<file path="src/rtl/brew_arbiter.sv">
// brew_arbiter: round-robin arbiter sharing one brewing unit
// among several front-ends; sequences grind, brew and optional milk.
module brew_arbiter #(
  parameter int N_REQ     = 4,
  parameter int GRIND_CYC = 4,
  parameter int BREW_CYC  = 8,
  parameter int MILK_CYC  = 3
) (
  input  logic             i_clk,
  input  logic             i_rst_n,
  input  logic             i_power_on,
  input  logic             i_milk_present,
  input  logic [N_REQ-1:0] i_req,
  input  logic [N_REQ-1:0] i_milk_req,
  output logic [N_REQ-1:0] o_grant,
  output logic             o_grinder_en,
  output logic             o_pump_en,
  output logic             o_milk_en,
  output logic [N_REQ-1:0] o_done,
  output logic             o_milk_fault,
  output logic             o_abort,
  output logic             o_busy,
  output logic [7:0]       o_cups
);

  localparam int PTR_W  = $clog2(N_REQ);
  localparam int MAX_GB = (GRIND_CYC > BREW_CYC) ? GRIND_CYC : BREW_CYC;
  localparam int MAXC   = (MAX_GB > MILK_CYC) ? MAX_GB : MILK_CYC;
  localparam int CNT_W  = $clog2(MAXC + 1);

  typedef enum logic [2:0] {
    S_IDLE,
    S_GRIND,
    S_BREW,
    S_MILK,
    S_DONE
  } state_t;

  state_t             r_state;
  logic [CNT_W-1:0]   r_cnt;
  logic [PTR_W-1:0]   r_ptr;
  logic [PTR_W-1:0]   r_win;
  logic               r_want_milk;
  logic [N_REQ-1:0]   r_grant;
  logic               r_grind;
  logic               r_pump;
  logic               r_milk;
  logic [N_REQ-1:0]   r_done;
  logic               r_fault;
  logic               r_abort;
  logic               r_busy;
  logic [7:0]         r_cups;

  logic               w_found;
  logic [PTR_W-1:0]   w_win;
  logic [N_REQ-1:0]   w_onehot;
  logic [PTR_W-1:0]   w_ptr_nxt;

  function automatic logic [PTR_W-1:0] rot(
    input logic [PTR_W-1:0] p,
    input int               i
  );
    int s;
    s = int'(p) + i;
    if (s >= N_REQ) s = s - N_REQ;
    return PTR_W'(s);
  endfunction

  // cyclic search for the first request at or after the pointer
  always_comb begin
    w_found = 1'b0;
    w_win   = '0;
    for (int i = 0; i < N_REQ; i++) begin
      if (!w_found && i_req[rot(r_ptr, i)]) begin
        w_found = 1'b1;
        w_win   = rot(r_ptr, i);
      end
    end
  end

  assign w_onehot  = {{(N_REQ-1){1'b0}}, 1'b1} << w_win;
  assign w_ptr_nxt = (r_win == PTR_W'(N_REQ - 1)) ? '0 : r_win + 1'b1;

  // service sequencer with registered actuator and status outputs
  always_ff @(posedge i_clk or negedge i_rst_n) begin
    if (!i_rst_n) begin
      r_state     <= S_IDLE;
      r_cnt       <= '0;
      r_ptr       <= '0;
      r_win       <= '0;
      r_want_milk <= 1'b0;
      r_grant     <= '0;
      r_grind     <= 1'b0;
      r_pump      <= 1'b0;
      r_milk      <= 1'b0;
      r_done      <= '0;
      r_fault     <= 1'b0;
      r_abort     <= 1'b0;
      r_busy      <= 1'b0;
      r_cups      <= '0;
    end else begin
      r_done  <= '0;
      r_fault <= 1'b0;
      r_abort <= 1'b0;
      if (r_state != S_IDLE && !i_power_on) begin
        r_state <= S_IDLE;
        r_cnt   <= '0;
        r_grant <= '0;
        r_grind <= 1'b0;
        r_pump  <= 1'b0;
        r_milk  <= 1'b0;
        r_busy  <= 1'b0;
        r_abort <= 1'b1;
      end else begin
        unique case (r_state)
          S_IDLE: begin
            if (i_power_on && w_found) begin
              r_state     <= S_GRIND;
              r_win       <= w_win;
              r_grant     <= w_onehot;
              r_want_milk <= i_milk_req[w_win];
              r_grind     <= 1'b1;
              r_busy      <= 1'b1;
              r_cnt       <= '0;
            end
          end
          S_GRIND: begin
            if (r_cnt == CNT_W'(GRIND_CYC - 1)) begin
              r_state <= S_BREW;
              r_grind <= 1'b0;
              r_pump  <= 1'b1;
              r_cnt   <= '0;
            end else begin
              r_cnt <= r_cnt + 1'b1;
            end
          end
          S_BREW: begin
            if (r_cnt == CNT_W'(BREW_CYC - 1)) begin
              r_pump <= 1'b0;
              r_cnt  <= '0;
              if (r_want_milk && i_milk_present) begin
                r_state <= S_MILK;
                r_milk  <= 1'b1;
              end else begin
                r_state <= S_DONE;
                r_done  <= r_grant;
                r_cups  <= r_cups + 8'd1;
                r_fault <= r_want_milk;
              end
            end else begin
              r_cnt <= r_cnt + 1'b1;
            end
          end
          S_MILK: begin
            if (!i_milk_present ||
                r_cnt == CNT_W'(MILK_CYC - 1)) begin
              r_state <= S_DONE;
              r_milk  <= 1'b0;
              r_cnt   <= '0;
              r_done  <= r_grant;
              r_cups  <= r_cups + 8'd1;
              r_fault <= !i_milk_present;
            end else begin
              r_cnt <= r_cnt + 1'b1;
            end
          end
          S_DONE: begin
            r_state <= S_IDLE;
            r_grant <= '0;
            r_busy  <= 1'b0;
            r_ptr   <= w_ptr_nxt;
          end
          default: r_state <= S_IDLE;
        endcase
      end
    end
  end

  assign o_grant      = r_grant;
  assign o_grinder_en = r_grind;
  assign o_pump_en    = r_pump;
  assign o_milk_en    = r_milk;
  assign o_done       = r_done;
  assign o_milk_fault = r_fault;
  assign o_abort      = r_abort;
  assign o_busy       = r_busy;
  assign o_cups       = r_cups;

endmodule

</file>
<file path="config.mk">
export PLATFORM = sky130hd
export DESIGN_NAME = brew_arbiter
export DESIGN_NICKNAME = d
export VERILOG_FILES = /design/src/rtl/brew_arbiter.sv
export SDC_FILE = /design/constraint.sdc
export NUM_CORES = 1
export LEC_CHECK = 0
export CAP_MARGIN = 20
export CORE_ASPECT_RATIO = 0.7
export CORE_MARGIN = 1.5
export CORE_UTILIZATION = 55
export DETAILED_ROUTE_END_ITERATION = 12
export PLACE_DENSITY = 0.82
export SETUP_SLACK_MARGIN = 0.05
export SYNTH_ARGS = -nofsm -noshare
export SYNTH_HDL_FRONTEND = slang
export SYNTH_SLANG_ARGS = --single-unit
</file>
<file path="constraint.sdc">
create_clock -name i_clk -period 3.6 [get_ports i_clk]
set_clock_uncertainty 0.1 [all_clocks]
set_input_delay 0.54 -clock i_clk [delete_from_list [all_inputs] [get_ports i_clk]]
set_output_delay 0.54 -clock i_clk [all_outputs]
set_load 0.1 [all_outputs]
</file>
Yosys cells after proc, flatten, opt, wreduce, memory -nomap -nowiden:

Index checks and enable logic that the tools add are counted.

* $add $sub $neg: 10
* muxes and demuxes: 69
* reduce and logical (&&, ||, !) cells: 29
* bitwise gates (word level): 1
* magnitude comparators: 9
* equal/unequal tests: 16
* shifts and indexed selects: 1

Operators with widths (number)
* $mux W4: 11
* $mux W1: 25
* $mux W8: 3
* $mux W2: 9
* $mux W3: 6
* $pmux W4 S2: 2
* $pmux W4 S4: 1
* $pmux W8 S2: 1
* $lt A2 B3 Y1 const B: 5
* $ne A3 B3 Y1 const B: 5
* $reduce_bool A3 Y1: 5
* $pmux W3 S4: 1
* $bmux W1 S2: 5
* $pmux W1 S2: 5
* $ge A3 B3 Y1 const B: 3
* $reduce_and A3 Y1: 3
* $add A8 B1 Y8 const B: 1
* $eq A4 B2 Y1 const B: 2
* $reduce_and A4 Y1: 2
* $sub A2 B1 Y2 const B: 4
* $add A2 B2 Y3 const B: 2
* $eq A3 B2 Y1 const B: 2
* $logic_and A1 B1 Y1: 6
* $ne A2 B2 Y1 const B: 3
* 17 further kinds: 23

* logic and storage cells: 149
* register bits: 34

Logic depth before layout (Yosys ltp):

Gate-level depths: netlist of the first run.

* word-level depth: 18
* depth in mapped cells: 8

Worst setup path after synthesis of the first run:

Ideal clock, no wire load.

* path kind: reg-to-reg
* start: register r_cups[3], in the netlist o_cups[3]
* end: register r_cups[6], in the netlist o_cups[6]
* path slack: 1.707 ns
* stages on the path, launching flop included: 4
* data arrival time: 1.632 ns
* setup time: 0.160 ns
* cell sequence: dfrtp_1 > and3_1 > nand4_1 > xnor2_1

* longest elaborated chain between the ends: 4
* elaborated cells on any way between the ends: 5
* those cells by class: 1 x add/sub; 4 x mux

Ends and longest elaborated chain
* start, declared: RTL line 52 `logic [7:0] r_cups;`
* start signal, assigned: RTL line 147 `r_cups <= r_cups + 8'd1;`
* start signal, assigned: RTL line 161 `r_cups <= r_cups + 8'd1;`
* $add A8 B1 Y8 *: RTL line 147, 161
* $mux W8: RTL line 141 `if (r_want_milk && i_milk_present) begin`
* $mux W8: RTL line 138 `if (r_cnt == CNT_W'(BREW_CYC - 1)) begin`
* $pmux W8 S2 *: RTL line 115 `unique case (r_state)`

Mark *: on every way between the ends. The rest lies on a longest branch, timed or not. The select of a mux whose other input is x is not followed.
A chain may end at the register's enable or synchronous reset.

Worst setup path after layout of the first run:

* start: register r_cups[2], in the netlist o_cups[2]
* end: output port o_cups[2]

RTL lines
* end, declared: RTL line 23 `output logic [7:0] o_cups`

No word-level cell between the ends.

==> results of run 1 <==
## cell type report
cell class	instances	area [sq um]	area share (%)
Clock buffer	6	82.58	3.748
Sequential cell	34	850.8	38.61
Inverter	8	30.03	1.363
Clock inverter	2	12.51	0.5679
Timing Repair Buffer	34	337.8	15.33
Tap cell	36	45.04	2.044
Multi-Input combinational cell	121	844.6	38.33
## power by group
part	total [mW]	internal (mW)	leakage, nW	switching (mW)
Combinational	0.828	0.241	0.503	0.587
Sequential	0.598	0.474	0.451	0.124
Clock	0.299	0.154	0.0472	0.146
## per-layer routing
layer | wire, um | vias up
met1 | 1697 | 679
met3 | 226 | 7
met4 | 54 | 0
li1 | - | 670
met5 | 0 | -
met2 | 1652 | 47
## synth_stat cells, types with 4 or more instances
master and number:
dfrtp_1 34, nand2_1 28, o21ai_0 11, inv_1 7, nor2_1 7, nand3_1 6
nor3_1 6, a21oi_1 5, and2_1 4, ha_1 4, xnor2_1 4
## sequential cells by signal (all words and copies together) (netlist names)
name          count
r_cnt             4
o_grant           4
r_state           3
o_abort           1
r_ptr             2
r_want_milk       1
r_win             2
o_grinder_en      1
o_cups            8
o_pump_en         1
o_busy            1
o_done            4
o_milk_en         1
o_milk_fault      1
## path summary, 6_finish.rpt
kind / cells after the start / endpoint
worst max-delay path: 1 / o_cups[2]
worst min-delay path: 2 / o_busy
worst max register to register: 6 / o_cups[1]
worst min register to register: 2 / o_busy
max in group asynchronous: 2 / o_cups[2]
min in group asynchronous: 2 / r_ptr[0]
## cells in the final DEF, fill, tap and decap left out, types with 2 or more instances in the layout
cell	count
a211oi_1	2
a21o_1	3
a21oi_1	5
a311oi_1	2
a31oi_1	2
and2_1	4
and3_1	2
clkbuf_8	6
clkdlybuf4s50_1	33
dfrtp_1	34
ha_1	4
inv_1	7
mux2_2	3
mux2i_1	2
nand2_1	28
nand2b_1	2
nand3_1	6
nand4_1	2
nand4_4	2
nor2_1	7
nor3_1	6
o21ai_0	11
xnor2_1	4
xnor2_2	2
## kinds of logic (layout without fill, tap and decap cells)
family,count (synthesis),in the layout,synth area share [%]
AO/OA/AOI/OAI,36,36,14.62
AND/OR/NAND/NOR,69,69,23.25
buffers and inverters,13,50,3.353
multiplexers,5,5,3.067
XOR/XNOR,7,7,4.351
adder cells (fa/ha/maj),4,4,2.853
flip-flops,34,34,48.50
## metrics by stage
step / std cells / util [%] / hold slack, ns
after floorplan: 168 / - / 0.1444
after global placement: 233 / 72.13 / 0.3598
after detailed placement: 233 / 72.13 / 0.3684
after CTS: 241 / 75.39 / 0.3849
after global routing: 241 / 75.39 / 0.3955
final: 241 / 75.39 / 0.3783
==> impl_metrics.csv, run 1 <==
group,metric,value,unit
critical_path,crit_family,"buffers and inverters",
timing,worst_pin_slew,0.9764,ns
synth,netlist_instances,168,
timing,fin_crit,2.586,ns
cts,post_cts_buffers,0,
grt,use_met2,35.53,%
drt,drt-wirelength-per-cell,15.07,um
critical_path,critPathLaunchType,"flip-flop",
power,power,1.726,mW
synth,synthArstFlopShare,100.0,%
floorplanning,die_x,70.50,um
timing,report.final.slew_viol_count,0,
grt,grt_max_degree,35,
cts,cts_hold_buf,0,
timing,fmaxAchievable,386.8,MHz
placement,dpl-instance-area,2108,sq um
floorplanning,die-area,3543,sq um
placement,place_congestion,0.9451,
grt,grt_antenna_before_repair,0,
synth,synth_top_area_share,48.50,%
cts,cts_tree,"built",
critical_path,critical_path.max_stage_delay,1.19,ns
grt,grt_usage,22.12,%
drt,drt_first_pass_iters,4,
synth,synth_nets,184,
drt,avgViaCountPerCell,5.822,
critical_path,cp.required,2.96,ns
synth,synth_top_area_cell,"dfrtp_1",
grt,grt_use_met3,5.823,%
cts,cts_root_buffer,"clkbuf_8",
synth,synth.area.top_cells,"dfrtp_1 (49%), nand2_1 (6.0%), o21ai_0 (3.1%)",
flow_run,maxCapViolations,0,
worst_hold_path,hp-class,"flip-flop to flip-flop",
critical_path,r2r_slack,1.23,ns
timing,maxSlewHeadroom,34.70,%
placement,dp_hpwl,2.566,mm
grt,grt_pass1_vias,1303,
grt,grt_busiest_layer,"met2",
layout,fillers,196,
timing,finalCritPeriodShare,71.82,%
critical_path,crit_path_cell_trace,"clkdlybuf4s50_1",
critical_path,cp-end-kind,"output pin",
synth,synth_area,1754,sq um
floorplanning,initial_core_util,60.02,%
cts,clockBufferDepth,2,
critical_path,worstSetupStartpoint,"o_cups[2]",
cts,clock_latency,0.29,ns
timing,rsz0062_at_grt,"false",
synth,ys_seq_area_share,48.50,%
timing,finalSetupTns,0,ns
synth,yosysWarnings,0,
drt,final_antenna_net_count,0,
grt,use_met1,28.95,%
power,cellLeakagePower,1.000,nW
floorplanning,core_area,2923,sq um
synth,synth_edf_count,0,
timing,setup-violations-final,0,
timing,hold_viol_final,0,
power,peakVddDrop,0.5755,mV
layout,drive_gt1_share,12.68,%
layout,area_delta_synth_final,25.61,%
grt,grt_pass1_wl,5.996,mm
layout,finalNetCount,220,
cts,cts.clk_slew.worst_paths,0.07,ns
critical_path,cp_num_buf_inv,1,
cts,post_cts_resized,0,
cts,htreeDepth,2,
critical_path,cp_slowest_cell,"clkdlybuf4s50_1",
grt,grt_overflow,0,
synth,synth.avg_cell_area,10.44,sq um
critical_path,crit_fanout,5,
critical_path,reg2reg_from,"r_cnt[0]",
worst_hold_path,min-delay-start,"o_busy",
synth,synth_seq_cells,34,
synth,synth_cell_types,48,
layout,finalInstanceArea,2203,sq um
floorplanning,die_y,50.25,um
synth,ys.flop_type,"dfrtp_1",
floorplanning,num_rows,16,
drt,drc,0,
cts,clock-sinks,34,
placement,post-place-ws,0.8464,ns
floorplanning,io_pins,34,
drt,routed_wl,3.631,mm
placement,port_buffers,33,
layout,antenna_cells,0,
critical_path,critical_path_class,"flip-flop to output pin",
cts,cts_buffers,5,
drt,first_iter_violations,77,
drt,vias,1403,
power,power_density,783.2,nW/um^2
critical_path,arrival,1.95,ns
timing,fin_ws,1.014,ns
run_status,status,"finished, final reports clean",
(Power assumes the default switching activity.)
==> run 2: changes to the inputs <==
--- a/config.mk
+++ b/config.mk
@@ -8,9 +8,9 @@
 export CAP_MARGIN = 20
 export CORE_ASPECT_RATIO = 0.7
 export CORE_MARGIN = 1.5
-export CORE_UTILIZATION = 55
+export CORE_UTILIZATION = 46
 export DETAILED_ROUTE_END_ITERATION = 12
-export PLACE_DENSITY = 0.82
+export PLACE_DENSITY = 0.73
 export SETUP_SLACK_MARGIN = 0.05
 export SYNTH_ARGS = -nofsm -noshare
 export SYNTH_HDL_FRONTEND = slang
==> constraint.sdc (replaced) <==
create_clock -name i_clk -period 2.3 [get_ports i_clk]
set_clock_uncertainty 0.1 [all_clocks]
set_input_delay 0.345 -clock i_clk [delete_from_list [all_inputs] [get_ports i_clk]]
set_output_delay 0.345 -clock i_clk [all_outputs]
set_load 0.1 [all_outputs]
==> impl_metrics.csv, run 2 (synthesized netlist as in run 1, its figures left out) <==
group,metric,value,unit
critical_path,cp_slowest_cell,"dfrtp_1",
timing,finalSetupTns,0,ns
drt,drt_first_pass_iters,4,
critical_path,cp-end-kind,"flip-flop",
floorplanning,io_pins,34,
power,power_density,1296,nW/um^2
power,cellLeakagePower,1.100,nW
critical_path,critical_path_class,"flip-flop to flip-flop",
floorplanning,initial_core_util,48.99,%
timing,hold_viol_final,0,
worst_hold_path,hp-class,"input port to async pin",
drt,drt-wirelength-per-cell,14.64,um
cts,htreeDepth,2,
run_status,status,"finished, final reports clean",
layout,fillers,283,
grt,grt_overflow,0,
placement,port_buffers,33,
placement,place_inst,254,
timing,report.final.slew_viol_count,0,
critical_path,critical_path.max_stage_delay,0.42,ns
critical_path,crit_fanout,6,
floorplanning,die_y,54.67,um
power,peakVddDrop,0.8589,mV
critical_path,reg2reg_from,"r_cnt[0]",
flow_run,maxCapViolations,0,
placement,place_congestion,0.8676,
layout,finalNetCount,227,
timing,fin_ws,0.2963,ns
grt,grt_max_degree,35,
timing,fin_crit,2.004,ns
cts,cts_hold_buf,0,
drt,final_antenna_net_count,0,
layout,largest_reg_flops,8,
placement,dp_hpwl,2.761,mm
cts,post_cts_resized,0,
timing,finalCritPeriodShare,87.12,%
critical_path,worstRegToRegCells,8,
power,power,2.936,mW
cts,cts_tree,"built",
cts,clock-sinks,34,
cts,post_cts_buffers,0,
grt,grt_pass1_wl,6.644,mm
layout,area_delta_synth_final,29.17,%
critical_path,arrival,2.07,ns
floorplanning,die_x,76.81,um
critical_path,r2r_end,"o_cups[6]",
timing,maxSlewHeadroom,66.60,%
layout,final_common_cell,"dfrtp_1",
cts,clockBufferDepth,2,
floorplanning,core_area,3581,sq um
layout,drive_gt1_share,25.94,%
grt,grt_pass1_vias,1377,
drt,avgViaCountPerCell,5.435,
critical_path,r2r_slack,0.30,ns
critical_path,cp.required,2.37,ns
drt,routed_wl,3.835,mm
grt,grt_usage,21.26,%
layout,final_cell_mix,"dfrtp_1 (34), buf_4 (30), nand2_1 (28), o21ai_0 (11), clkdlybuf4s50_1 (11)",
drt,drc,0,
layout,antenna_cells,0,
timing,whs,0.3633,ns
timing,fmaxAchievable,499.1,MHz
drt,vias,1424,
cts,cts_buffers,5,
cts,clock_latency,0.29,ns
critical_path,critPathLaunchType,"flip-flop",
layout,instances_no_fill,262,
floorplanning,num_rows,18,
critical_path,crit_path_cell_trace,"inv_1 -> ha_1 -> nor3b_1 -> o21ai_0 -> a21oi_2 -> buf_4 -> nand4_1 -> xnor2_1",
placement,post-place-ws,0.08285,ns
grt,grt_antenna_before_repair,0,
drt,first_iter_violations,53,
timing,rsz0062_at_grt,"false",
timing,worst_pin_slew,0.4971,ns
cts,cts.clk_slew.worst_paths,0.07,ns
floorplanning,die-area,4199,sq um
cts,cts_root_buffer,"clkbuf_8",
timing,setup-violations-final,0,
## run 2: cell count changes in the layout (fill, tap and decap cells not counted), sizes merged
| cell | before | now |
|---|---|---|
| buf | 1 | 30 |
| clkinvlp | 1 | 0 |
| clkdlybuf4s50 | 33 | 11 |
| clkinv | 1 | 0 |
| bufinv | 0 | 2 |
## run 2: layer usage
metal,vias to the layer above,global-route usage (%),part of all wire (%)
met4,0,8.951,2.0
met5,-,0,0
met2,48,34.37,44
met3,10,7.167,6.2
li1,684,-,-
met1,682,26.75,48
## run 2: cell type report
class	count	area, sq um	area share, %
inverters	8	30.03	1.325
multi-input cells	121	844.6	37.27
clock buffers	6	82.58	3.644
well taps	50	62.56	2.761
repair buffers	41	335.3	14.80
clock inverters	2	60.06	2.650
flip-flops and latches	34	850.8	37.55
## run 2: worst max path at each step
stage,start,end,slack (ns)
after global routing,r_cnt[0],o_cups[6],0.10
after floorplan,o_cups[3],o_cups[6],0.41
after CTS,r_cnt[0],o_cups[6],0.29
after detailed placement,i_req[3],r_want_milk,0.08
final,r_cnt[0],o_cups[6],0.30
after global placement,i_req[3],r_want_milk,0.15
## run 2: worst max-delay path: cells and delay by family (launching register included)
family                   cells  cell delay, ns
AO/OA/AOI/OAI                2            0.43
buffers and inverters        2            0.27
AND/OR/NAND/NOR              2            0.37
XOR/XNOR                     1            0.16
flip-flops                   1            0.42
adder cells (fa/ha/maj)      1            0.13
## run 2: where the power goes
part / internal, mW / switching, mW
Sequential: 0.743 / 0.188
Combinational: 0.375 / 0.946
Clock: 0.462 / 0.222
Total: 1.58 / 1.36
## run 2: stage by stage
step	util (%)	cell area, sq um
after global placement	59.29	2123
after floorplan	-	1754
final	63.28	2266
after CTS	63.28	2266
after global routing	63.28	2266
after detailed placement	59.29	2123
==> run 3: changes to the inputs <==
--- a/config.mk
+++ b/config.mk
@@ -6,9 +6,11 @@
 export NUM_CORES = 1
 export LEC_CHECK = 0
 export CAP_MARGIN = 20
+export CELL_PAD_IN_SITES_DETAIL_PLACEMENT = 2
+export CELL_PAD_IN_SITES_GLOBAL_PLACEMENT = 2
 export CORE_ASPECT_RATIO = 0.7
 export CORE_MARGIN = 1.5
-export CORE_UTILIZATION = 46
+export CORE_UTILIZATION = 29
 export DETAILED_ROUTE_END_ITERATION = 12
 export PLACE_DENSITY = 0.73
 export SETUP_SLACK_MARGIN = 0.05
==> constraint.sdc (replaced) <==
create_clock -name i_clk -period 1.8 [get_ports i_clk]
set_clock_uncertainty 0.1 [all_clocks]
set_input_delay 0.27 -clock i_clk [delete_from_list [all_inputs] [get_ports i_clk]]
set_output_delay 0.27 -clock i_clk [all_outputs]
set_load 0.1 [all_outputs]
==> impl_metrics.csv, run 3 (synthesized netlist as in run 1, its figures left out) <==
group,metric,value,unit
cts,cts.clk_slew.worst_paths,0.08,ns
grt,grt_max_degree,35,
critical_path,cp-end-kind,"flip-flop",
timing,fin_crit,1.846,ns
drt,vias,1604,
timing,maxSlewHeadroom,69.26,%
layout,final_cell_mix,"buf_4 (40), dfrtp_1 (26), nand2_1 (24), buf_12 (23), dfrtp_2 (8)",
cts,cts_tree,"built",
power,cellLeakagePower,1.394,nW
timing,hold_viol_final,0,
drt,drt_first_pass_iters,4,
floorplanning,initial_core_util,30.33,%
drt,first_iter_violations,40,
grt,grt_overflow,0,
critical_path,crit_fanout,4,
layout,fillers,559,
drt,routed_wl,5.803,mm
cts,cts_root_buffer,"clkbuf_8",
grt,grt_usage,19.26,%
critical_path,crit_family,"flip-flops",
floorplanning,die_y,68.07,um
grt,grt_pass1_vias,1746,
drt,drc,0,
cts,clockBufferDepth,2,
grt,grt_antenna_before_repair,0,
floorplanning,die_x,95.96,um
run_status,status,"finished, violations left",
flow_run,maxCapViolations,0,
drt,drt-wirelength-per-cell,18.13,um
cts,clock-sinks,34,
critical_path,crit_path_cell_trace,"buf_4 -> ha_4 -> and4bb_4 -> nand2_2 -> a21oi_4 -> buf_4 -> mux2_4",
floorplanning,num_rows,23,
critical_path,critPathLaunchType,"flip-flop",
critical_path,worstRegToRegCells,7,
timing,setup-violations-final,8,
worst_hold_path,hp-class,"input port to async pin",
drt,final_antenna_net_count,0,
critical_path,arrival,1.92,ns
placement,dp_hpwl,4.295,mm
placement,post-place-ws,-0.3081,ns
critical_path,critical_path.max_stage_delay,0.36,ns
floorplanning,core_area,5784,sq um
layout,area_delta_synth_final,70.47,%
power,peakVddDrop,0.9365,mV
floorplanning,io_pins,34,
power,power,4.471,mW
cts,clock_latency,0.30,ns
timing,rsz0062_at_grt,"true",
placement,port_buffers,33,
critical_path,critical_path_class,"flip-flop to flip-flop",
timing,worst_pin_slew,0.4611,ns
floorplanning,die-area,6532,sq um
layout,drive_gt1_share,47.35,%
critical_path,cp_num_buf_inv,2,
timing,whs,0.2811,ns
grt,grt_pass1_wl,9.287,mm
critical_path,cp_slowest_cell,"dfrtp_1",
placement,place_congestion,0.8889,
power,power_density,1495,nW/um^2
critical_path,r2r_end,"o_cups[1]",
cts,cts_buffers,5,
layout,largest_reg_flops,8,
timing,finalCritPeriodShare,102.6,%
timing,fin_ws,-0.04637,ns
timing,report.final.slew_viol_count,0,
critical_path,cp.required,1.88,ns
layout,final_common_cell,"buf_4",
timing,fmaxAchievable,541.6,MHz
critical_path,r2r_slack,-0.05,ns
layout,antenna_cells,0,
critical_path,reg2reg_from,"r_cnt[0]",
timing,finalSetupTns,-0.2021,ns
layout,finalNetCount,260,
critical_path,cp_common_cell,"buf_4",
drt,avgViaCountPerCell,5.013,
layout,fin_util,51.70,%
cts,htreeDepth,2,
run_status,violations,"negative setup slack",
==> run 3: cell types whose count changed in the layout (fill, tap and decap cells not counted), sizes merged <==
| cell | previous run | this run |
|---|---|---|
| buf | 30 | 63 |
| clkdlybuf4s50 | 11 | 6 |
| dlymetal6s2s | 0 | 5 |
| clkinvlp | 0 | 2 |
| bufinv | 2 | 1 |
| clkbuf | 6 | 5 |
==> run 3: per-layer routing <==
layer  routed length [um]  global-route usage [%]
met3                  122                   3.000
met1                 2743                   25.31
met4                   79                   6.618
met2                 2858                   32.48
met5                    0                       0
==> run 3: cell type report <==
cell class,count,area (sq um),area share [%]
Clock buffer,5,68.82,2.301
Clock inverter,3,45.04,1.506
Inverter,8,30.03,1.004
Multi-Input combinational cell,121,1008,33.72
Sequential cell,34,860.8,28.79
Tap cell,75,93.84,3.138
Timing Repair Buffer,74,883.3,29.54
==> run 3: worst max path at each step <==
stage / startpoint / to / depth (start not counted)
after floorplan: r_cnt[0] / o_cups[7] / 7
after global placement: i_req[3] / r_want_milk / 6
after detailed placement: i_req[0] / o_grant[0] / 7
after CTS: r_cnt[1] / r_cnt[3] / 6
after global routing: r_cnt[0] / o_cups[6] / 8
final: r_cnt[0] / o_cups[1] / 7
==> run 3: power by group <==
part           internal (mW)  switching (mW)  total [mW]
logic                   1.03            1.50        2.53
clock network          0.412           0.323       0.736
registers              0.958           0.252        1.21
==> run 3: what timing repair did <==
| action | 4_1_cts | 5_1_grt |
|---|---|---|
| hold buffers | 0 | 0 |
| endpoints found under the setup margin | 26 | 29 |
| gates resized for setup | 17 | 21 |
| buffers inserted | 4 | 3 |
| pin swaps | 9 | 12 |
==> run 3: stage by stage <==
stage,instances,instance area [sq um]
after detailed placement,305,2660
final,320,2990
after CTS,317,2872
after global placement,305,2660
after global routing,320,2990
after floorplan,168,1777
